[src/rtl/io_handshake_sequencer.sv]
// Stalls the core on OUTPUT/INPUT/PAUSE until a debounced press-and-release of the
// selected button, then grants exactly one enable cycle. Define IO_TIMEOUT_EN for auto-fire.
module io_handshake_sequencer #(
    parameter int SYNC_STAGES     = 2,
    parameter int DEBOUNCE_CYCLES = 16,
    parameter int TIMEOUT_CYCLES  = 1024
) (
    input  logic       clock,
    input  logic       reset,
    input  logic       is_input,
    input  logic       is_output,
    input  logic       confirmation,
    input  logic       continue_button,
    output logic       enable,
    output logic       waiting,
    output logic       io_strobe,
    output logic [1:0] io_kind
);

    localparam int CNT_W = $clog2(DEBOUNCE_CYCLES + 1);

    typedef enum logic [1:0] {
        S_IDLE,
        S_WAIT_PRESS,
        S_WAIT_RELEASE,
        S_FIRE
    } state_t;

    // Button index 0 = confirmation, 1 = continue_button.
    logic [1:0]                  btn_raw;
    logic [1:0][SYNC_STAGES-1:0] sync_q, sync_d;
    logic [1:0]                  synced;
    logic [1:0]                  deb_q, deb_d;
    logic [1:0][CNT_W-1:0]       cnt_q, cnt_d;
    logic [1:0]                  rise_q, rise_d;
    logic [1:0]                  fall_q, fall_d;

    assign btn_raw = {continue_button, confirmation};
    assign synced  = {sync_q[1][SYNC_STAGES-1], sync_q[0][SYNC_STAGES-1]};

    always_comb begin
        sync_d = sync_q;
        deb_d  = deb_q;
        cnt_d  = '0;
        rise_d = '0;
        fall_d = '0;
        for (int unsigned b = 0; b < 2; b++) begin
            sync_d[b] = {sync_q[b][SYNC_STAGES-2:0], btn_raw[b]};
            if (synced[b] != deb_q[b]) begin
                if (cnt_q[b] >= CNT_W'(DEBOUNCE_CYCLES - 1)) begin
                    deb_d[b] = ~deb_q[b];
                end else begin
                    cnt_d[b] = cnt_q[b] + 1'b1;
                end
            end
            rise_d[b] = deb_d[b] & ~deb_q[b];
            fall_d[b] = ~deb_d[b] & deb_q[b];
        end
    end

    always_ff @(posedge clock or negedge reset) begin
        if (!reset) begin
            sync_q <= '0;
            deb_q  <= '0;
            cnt_q  <= '0;
            rise_q <= '0;
            fall_q <= '0;
        end else begin
            sync_q <= sync_d;
            deb_q  <= deb_d;
            cnt_q  <= cnt_d;
            rise_q <= rise_d;
            fall_q <= fall_d;
        end
    end

    state_t     state_q, state_d;
    logic [1:0] kind_q, kind_d;
    logic       io_request;
    logic       sel_rise;
    logic       sel_fall;
    logic       timeout_hit;

    assign io_request = is_input | is_output;
    // PAUSE (kind 3) listens to continue_button, every other kind to confirmation.
    assign sel_rise   = (kind_q == 2'd3) ? rise_q[1] : rise_q[0];
    assign sel_fall   = (kind_q == 2'd3) ? fall_q[1] : fall_q[0];

`ifdef IO_TIMEOUT_EN
    localparam int TMO_W = $clog2(TIMEOUT_CYCLES + 1);

    logic [TMO_W-1:0] tmo_q, tmo_d;

    always_comb begin
        tmo_d = '0;
        if (state_q == S_WAIT_PRESS) begin
            tmo_d = (tmo_q == TMO_W'(TIMEOUT_CYCLES)) ? tmo_q : tmo_q + 1'b1;
        end
    end

    always_ff @(posedge clock or negedge reset) begin
        if (!reset) begin
            tmo_q <= '0;
        end else begin
            tmo_q <= tmo_d;
        end
    end

    assign timeout_hit = (tmo_q == TMO_W'(TIMEOUT_CYCLES - 1));
`else
    // TIMEOUT_CYCLES has no effect in this build; the compare is constant false.
    assign timeout_hit = (TIMEOUT_CYCLES < 0);
`endif

    always_ff @(posedge clock or negedge reset) begin
        if (!reset) begin
            state_q <= S_IDLE;
            kind_q  <= '0;
        end else begin
            state_q <= state_d;
            kind_q  <= kind_d;
        end
    end

    always_comb begin
        state_d = state_q;
        kind_d  = kind_q;
        case (state_q)
            S_IDLE: begin
                if (io_request) begin
                    state_d = S_WAIT_PRESS;
                    kind_d  = {is_input, is_output};
                end
            end
            S_WAIT_PRESS: begin
                if (!io_request) begin
                    state_d = S_IDLE;
                    kind_d  = '0;
                end else if (sel_rise) begin
                    state_d = S_WAIT_RELEASE;
                end else if (timeout_hit) begin
                    state_d = S_FIRE;
                end
            end
            S_WAIT_RELEASE: begin
                if (!io_request) begin
                    state_d = S_IDLE;
                    kind_d  = '0;
                end else if (sel_fall) begin
                    state_d = S_FIRE;
                end
            end
            S_FIRE: begin
                state_d = S_IDLE;
                kind_d  = '0;
            end
            default: begin
                state_d = S_IDLE;
                kind_d  = '0;
            end
        endcase
    end

    always_comb begin
        enable    = 1'b0;
        waiting   = 1'b0;
        io_strobe = 1'b0;
        case (state_q)
            S_IDLE:       enable = reset & ~io_request;
            S_WAIT_PRESS: waiting = 1'b1;
            S_FIRE: begin
                enable    = 1'b1;
                io_strobe = 1'b1;
            end
            default: ;
        endcase
    end

    assign io_kind = kind_q;

endmodule

[config.mk]
export PLATFORM = sky130hd
export DESIGN_NAME = io_handshake_sequencer
export DESIGN_NICKNAME = d
export VERILOG_FILES = /design/src/rtl/io_handshake_sequencer.sv
export SDC_FILE = /design/constraint.sdc
export NUM_CORES = 1
export LEC_CHECK = 0
export ABC_AREA = 1
export CAP_MARGIN = 20
export CORE_UTILIZATION = 50
export CTS_CLUSTER_DIAMETER = 50
export CTS_CLUSTER_SIZE = 20
export DETAILED_ROUTE_END_ITERATION = 10
export MAX_ROUTING_LAYER = met4
export PLACE_DENSITY = 0.69
export SLEW_MARGIN = 20
export SYNTH_ARGS = -nofsm -noshare
export SYNTH_HDL_FRONTEND = slang
export SYNTH_SLANG_ARGS = --single-unit
export TNS_END_PERCENT = 10
[constraint.sdc]
create_clock -name clock -period 3.9 [get_ports clock]
set_input_delay 1.17 -clock clock [delete_from_list [all_inputs] [get_ports clock]]
set_output_delay 1.17 -clock clock [all_outputs]
set_load 0.01 [all_outputs]
Yosys cells after proc, flatten, opt, wreduce, memory -nomap -nowiden. Index checks and enable logic that the tools add are counted.

Register bits after elaboration: 24. Bits in latches: 0. Bits in writable memories: 0. Memory bits (read-only): 0. Input bits: 6. Word-level logic and storage cells: 60. Memories kept: 0.

Add/subtract/negate cells: 2. Multipliers: 0. Divide/modulo/power cells: 0. Order comparisons: 2. Eq/ne operators: 10. Shift-type cells: 0. Multiplexer cells: 22. Bitwise operators: 11. Reduce and logical (&&, ||, !) cells: 4.

Operator list (count): $mux W5 (4); $mux W2 (7); $add A5 B1 Y5 const B (2); $ge A5 B4 Y1 const B (2); $mux W1 (8); $pmux W2 S4 (1); $eq A2 B2 Y1 const B (3); $ne A3 B3 Y1 const B (2); $pmux W2 S3 (1); $and A1 B1 Y1 (5); $not A1 Y1 (5); $ne A2 B2 Y1 const B (2); $reduce_and A3 Y1 (1); $eq A2 B1 Y1 const B (1); $logic_not A2 Y1 (1); $ne A1 B1 Y1 (2); $pmux W1 S2 (1); $reduce_and A2 Y1 (1); $reduce_or A2 Y1 (1); $or A1 B1 Y1 (1).

Longest topological paths before layout. Gate-level depths: netlist (run 1).

Depth after elaboration: 5. Depth in mapped cells: 8.

Worst setup path before layout (run 1). No wires, ideal clock.

Path type: input port to output port. From: input is_output. To: output enable. Data arrival time: 1.715 ns. Required time: 2.730 ns. Path slack: 1.015 ns. Stages on the path: 5. Buffers on the path: 0. Cell sequence: inv_1 nand2_1 nor2_2 nand2_1 a21oi_1.

Cells in the longest elaborated chain, start to end: 4.

RTL lines: start: declaration (line 11) `input logic is_output,`; $or A1 B1 Y1 (line 84) `assign io_request = is_input | is_output;`; $not A1 Y1 (line 169) `S_IDLE: enable = reset & ~io_request;`; $and A1 B1 Y1 (line 169); $pmux W1 S2 (line 168) `case (state_q)`; end: declaration (line 14) `output logic enable,`.

No other way between the ends.

Final worst setup path (run 1). Ends and elaborated chain as after synthesis.

==> run summary, run 1 <==
The total length of routed met2 wires is 965 um. The count of cells along the worst register-to-register path came out at 8. The final-report setup violation count is 0.

The number of antenna diodes in the final layout is 0. After synthesis, the cell types taking the most area are dfrtp_1 (52%), ha_1 (9.7%), inv_1 (7.1%). The non-filler instance count after layout is 168.

The library cell used as clock root buffer is clkbuf_4. The number of hold buffers added after cts came out at 0. The die area is 2520 sq um.

The post-synthesis sequential area ratio is 51.7%. The die is 50.2 um wide. The worst slack at placement came out at 74.4 ps.

The initial antenna violation count came out at 0. The completed layout was analyzed and its total power is 0.670 mW. Clock-pin slew was measured on the worst setup and hold paths at 130 ps. The data arrival time at the worst-slack endpoint is 2260 ps. The initial core utilization is 53.1%. The number of cells produced by synthesis is 125. The library cell used most frequently in the layout, excluding fill and tap cells, is dfrtp_1. The tree built by TritonCTS fans out to 24 sinks. The number of rows created at floorplan came out at 17. The number of warning messages in the yosys log is 0. The final instance area is 1370 sq um.

The library cells used most frequently in the layout, excluding fill and tap cells, are dfrtp_1 (24), inv_1 (22), nor2_1 (22), nand2_1 (17). The final setup skew is 3.48 ps. The iteration-0 DRC count of the detailed router is 8. The total global routing track utilization is 17.9%. Counting flops and latches in the post-synthesis netlist gives 24. The die outline height is 50.2 um.

The routed length on met3 is 51 um. The area fraction of the dominant cell type after synthesis is 51.7%. CTS built an H-tree with a depth of 1. The count of input and output buffers came out at 10. The placement-stage cell area is 1310 sq um. The worst hold path passes through 0 cells. Across all setup checks in the final design, the least slack found is 473 ps. The total overflow left after global routing is 0.

The total count of hold-check failures in the final report came out at 0. The worst max-slew margin expressed relative to the limit came out at 80.0%. The tightest min-delay check is of the flop to flop type. The wire-length estimate of the detail-placed layout is 1360 um. The setup TNS is 0 ps. The clock period could shrink to 3430 ps. The core region is 2190 sq um. The flow ran to the end, and the final reports show no timing, DRC or antenna violations. The largest net degree at the start of global routing is 25. The post-synthesis net count is 140. The netlist area before placement came out at 1160 sq um. The largest total area in the synthesized netlist belongs to dfrtp_1.

The required time at the endpoint of the critical path came out at 2730 ps. The number of placed instances, taps included, is 164. The detailed router put a total of 799 um of wire on met1. IR analysis of the VDD net gives a maximum drop of 0.357 mV. STA classifies the critical path startpoint as an input pin. The number of clock buffers added by TritonCTS is 3. The CTS tree is built.

The highest layer touched by signal routing is met4. Timing would allow up to 292 MHz. The number of nets in the finished design came out at 156. After synthesis, the netlist uses 20 different library cells. The number of setup buffers added after CTS came out at 0. The worst setup path is of the input pin to output port kind. The clock latency of the later-clocked register in the worst-skew pair is 310 ps. Pin placement for this block handled 11 I/O pins. The share of the core filled with cells is 62.4%. The max-slew violation count is 0. The final layout contains routed wiring with a total length of 1830 um.

The wire length of the first global-routing pass came out at 3250 um. Max-cap violations in this run came to 0. The transition at the pin with the smallest max-transition slack is 299 ps. In this run the deepest clock path goes through 2 buffers.

The layout overhead on the synthesized area came out at 17.7%. The number of global-route vias before repair is 857. The post-synthesis area per instance came out at 9.30 sq um. The number of vias per cell came out at 4.86. In the routed design, unresolved DRC markers number 0.

The first-pass detailed-route iteration total is 4. Power spread over the standard cell area amounts to 490 nW/um^2. The layout cell share with drive strength beyond 1 is 12.1%. The worst hold margin came out at 367 ps. The routed length per placed instance came out at 10.9 um.

The worst setup path is captured at an output port. Once detail routing completed, the nets flagged for antenna violations numbered 0. The share of the clock period used by the worst path is 87.9%. The via total after detailed routing came out at 817. Setup repair after global routing left no endpoint under its margin. In this run the static leakage power is 0.672 nW. The routability congestion estimate came out at 0.780. In this run the worst path has a maximum fanout of 4.
[cells in the mapped netlist]
master and number:
a21oi_1 2, dfrtp_1 24, ha_1 9, inv_1 22
nand2_1 18, nand2_4 1, nand3_1 9, nor2_1 22
nor2_2 1, nor2_4 1, nor3_2 3, o21a_4 1
o21ai_0 1, o21ai_1 1, o21ai_2 3, o22ai_1 2
or2_0 1, or2_2 1, xnor2_1 2, xor2_1 1
[timing repair]
item	4_1_cts	5_1_grt
hold endpoints to repair	0	0
resized for setup	0	3
setup endpoints to repair	0	1
[critical path, cell delays in order]
cell and delay, ps:
clkdlybuf4s50_1 420, inv_1 90, nand2_2 100, nor2_4 120, nand2_1 60, a21oi_1 120
dlymetal6s2s_1 180
[worst paths after layout]
| kind | startpoint | end | slack, ps |
|---|---|---|---|
| max | is_output | enable | 470 |
| min | sync_d[3] | sync_q[3] | 370 |
| max reg2reg | cnt_q[5] | cnt_q[5] | 2430 |
| min reg2reg | sync_d[3] | sync_q[3] | 370 |
| max in group asynchronous | reset | fall_q[1] | 2430 |
| min in group asynchronous | reset | state_q[1] | 1230 |
[registers in the layout, indices dropped and copies added (netlist names)]
| name | cells |
|---|---|
| cnt_q | 10 |
| state_q | 2 |
| io_kind | 2 |
| sync_d | 2 |
| deb_q | 2 |
| rise_q | 2 |
| sync_q | 2 |
| fall_q | 2 |
[logic make-up after synthesis]
logic type | Yosys count | synth area share (%)
AO/OA/AOI/OAI | 10 | 6.35
XOR/XNOR | 3 | 2.26
adder cells (fa/ha/maj) | 9 | 9.69
buffers and inverters | 22 | 7.10
flip-flops | 24 | 51.7
AND/OR/NAND/NOR | 57 | 22.9
[final cells by class]
class                      count  area, sq um
fill                         185          823
sequential                    24          601
multi-input combinational     79          487
timing repair buffer          11          110
inverter                      22         82.6
tap                           28         35.0
clock inverter                 1         30.0
clock buffer                   3         22.5
[power breakdown]
group | internal, mW | switching, mW
Clock | 0.104 | 0.0749
Sequential | 0.272 | 0.0241
Combinational | 0.0921 | 0.103
[routing by layer]
layer,vias up,track usage [%]
met4,0,7.14
met5,-,-
met3,2,3.64
li1,413,-
met2,10,32.9
met1,392,18.5
Power figures use the tool's default switching activity.
==> run 2: changes to the inputs <==
--- a/config.mk
+++ b/config.mk
@@ -12,7 +12,7 @@
 export CTS_CLUSTER_SIZE = 20
 export DETAILED_ROUTE_END_ITERATION = 10
 export MAX_ROUTING_LAYER = met4
-export PLACE_DENSITY = 0.69
+export PLACE_DENSITY = 0.73
 export SLEW_MARGIN = 20
 export SYNTH_ARGS = -nofsm -noshare
 export SYNTH_HDL_FRONTEND = slang
==> run summary, run 2 (synthesis results as in run 1) <==
After global routing, the most crowded layer is met2. The total clock sinks is 24. TritonCTS built the clock tree.

The number of setup buffers added after CTS is 0. The startpoint of the most critical hold path is sync_d[3]. The final-report setup violation count is 0. The initial core utilization came out at 53.1%. The final instance area came out at 1340 sq um. Setup repair after global routing left no endpoint under its margin. The timing-limited maximum frequency came out at 289 MHz. The maximum vdd ir drop is 0.247 mV. The total count of hold-check failures in the final report is 0. After clock tree synthesis, the clock-pin slew on the worst setup and hold paths is 110 ps.

Once placement finished, the instance area stood at 1310 sq um. The type of the most critical hold path is flop to flop. The library cell used most frequently in the layout, excluding fill and tap cells, is dfrtp_1. For this design the ratio of total power to cell area is 443 nW/um^2. Cells with a size suffix above 1 make up 10.8% of the layout. The run finished with clean final reports. The wire length of the first global-routing pass is 3130 um. The iteration-0 DRC count of the detailed router came out at 13. The critical path buffer and inverter count came out at 3. The x dimension of the die is 50.2 um. The number of top-level pins is 11. The required time at the endpoint of the critical path is 2730 ps.

In the global route stage, met3 resource usage came out at 2.73%. The library cell used as clock root buffer is clkbuf_4. The worst setup path is launched from an input pin. In the final design database the tool counted 156 nets. The final wirelength is 1670 um. The final setup skew came out at 3.94 ps. In this design, the largest share of critical-path delay is due to buffers and inverters.

The via total after detailed routing is 809. The clock reaches the later pin of the worst-skew pair after 300 ps. The setup TNS came out at 0 ps. The number of clock buffers inserted by TritonCTS came out at 3. The cell that appears most often on the critical path is nand2_1. The routed length per placed instance is 10.0 um. The initial antenna violation count came out at 0. The remaining global-route overflow is 0. The layout overhead on the synthesized area is 14.9%. The number of vias per cell is 4.84. The number of stages on the worst hold path came out at 0. The met1 track demand over resource in global routing came out at 19.3%. The category of the worst setup path capture point is an output port.

Data on the critical path arrives at its endpoint at 2290 ps. Across all hold checks on the routed design, the worst slack comes to 361 ps. The number of maximum-capacitance violations is 0.

The routing usage on met2 came out at 29.6%. The DRC violations left came out at 0. The max-slew violation count is 0. The endpoint of the worst register-to-register path is cnt_q[6].

The number of inserted diodes is 0. The die covers 2520 sq um. The worst path in the final design needs a cycle of 3460 ps, including I/O delays and setup. The static leakage is 0.657 nW. The largest net degree at the start of global routing came out at 25.

The maximum root-to-sink buffer count came out at 2. The worst pin sits at a relative slew slack of 80.6%. The maximum fanout along the worst path came out at 4.

The die outline height came out at 50.2 um. The timing startpoint of the critical path is is_output. In the layout the commonest cells are dfrtp_1 (24), inv_1 (22), nor2_1 (22), nand2_1 (18).

The share of the clock period used by the worst path is 88.6%. Global routing consumed, over all layers together, 17.2% of the routing resources. The worst hold path terminates at sync_q[3]. cnt_q holds more flip-flops than any other register. The number of rows created at floorplan is 17.

The largest stage delay on the critical path is 420 ps. The count of cells along the worst register-to-register path is 8. Buffers placed on the I/O ports in this run total 10.

At the pin with the least slew margin, the transition time is 291 ps. The routability congestion estimate is 0.820. The first-pass detailed-route iteration total came out at 4. The signal on the critical path passes through clkdlybuf4s50_1 -> inv_1 -> nand2_1 -> nor2_4 -> nand2_1 -> a21oi_1 -> dlymetal6s2s_1. The HPWL after detailed placement is 1260 um. In this run the critical register-to-register path is launched from cnt_q[5].

The number of nets still failing antenna checks after routing is 0. The slowest stage of the critical path belongs to the cell clkdlybuf4s50_1. The register with the most flip-flops in the layout has 10 of them. The flop-to-flop setup slack came out at 2390 ps. The H-tree depth is 1. The placeable core region came out at 2190 sq um. The share of the core filled with cells came out at 60.9%. The number of global-route vias before repair came to 782. By startpoint and endpoint, the worst setup path is classified as input pin to output port.
run 2: cell count changes in the layout (fill, tap and decap cells not counted), sizes merged:
cell    before  now
bufinv       1    0
run 2: how the worst max path moves through the flow:
stage                         to  cells after the start  slack, ps
after CTS                 enable                      7         30
after floorplan           enable                      5       1020
final                     enable                      7        440
after global placement    enable                      7        110
after detailed placement  enable                      7         40
after global routing      enable                      7        340
run 2: final cells by class:
class                   count  area, sq um
well taps                  28         35.0
clock buffers               3         22.5
flip-flops and latches     24          601
inverters                  22         82.6
multi-input cells          79          484
fillers                   185          856
repair buffers             11          110
run 2: power by group:
part	internal, mW	switching (mW)
combinational	0.0920	0.103
clock	0.0360	0.0655
sequential	0.272	0.0222
run 2: per-layer routing:
metal	vias up	share of wire, %	wire length [um]
li1	411	-	-
met1	382	47	778
met2	14	49	824
met3	2	3.2	53
met4	0	0.96	16
met5	-	0	0
run 2: through the flow:
step	power, mW	instances	setup slack [ps]
floorplan	0.421	125	1020
global placement	0.486	164	108
detailed placement	0.493	164	35.0
CTS	0.597	167	25.0
global route	0.638	167	340
finish	0.591	167	443
run 2: timing repair:
action / in CTS / in global routing
hold buffers: 0 / 0
endpoints found under the setup margin: 0 / 1
gates resized for setup: 0 / 2
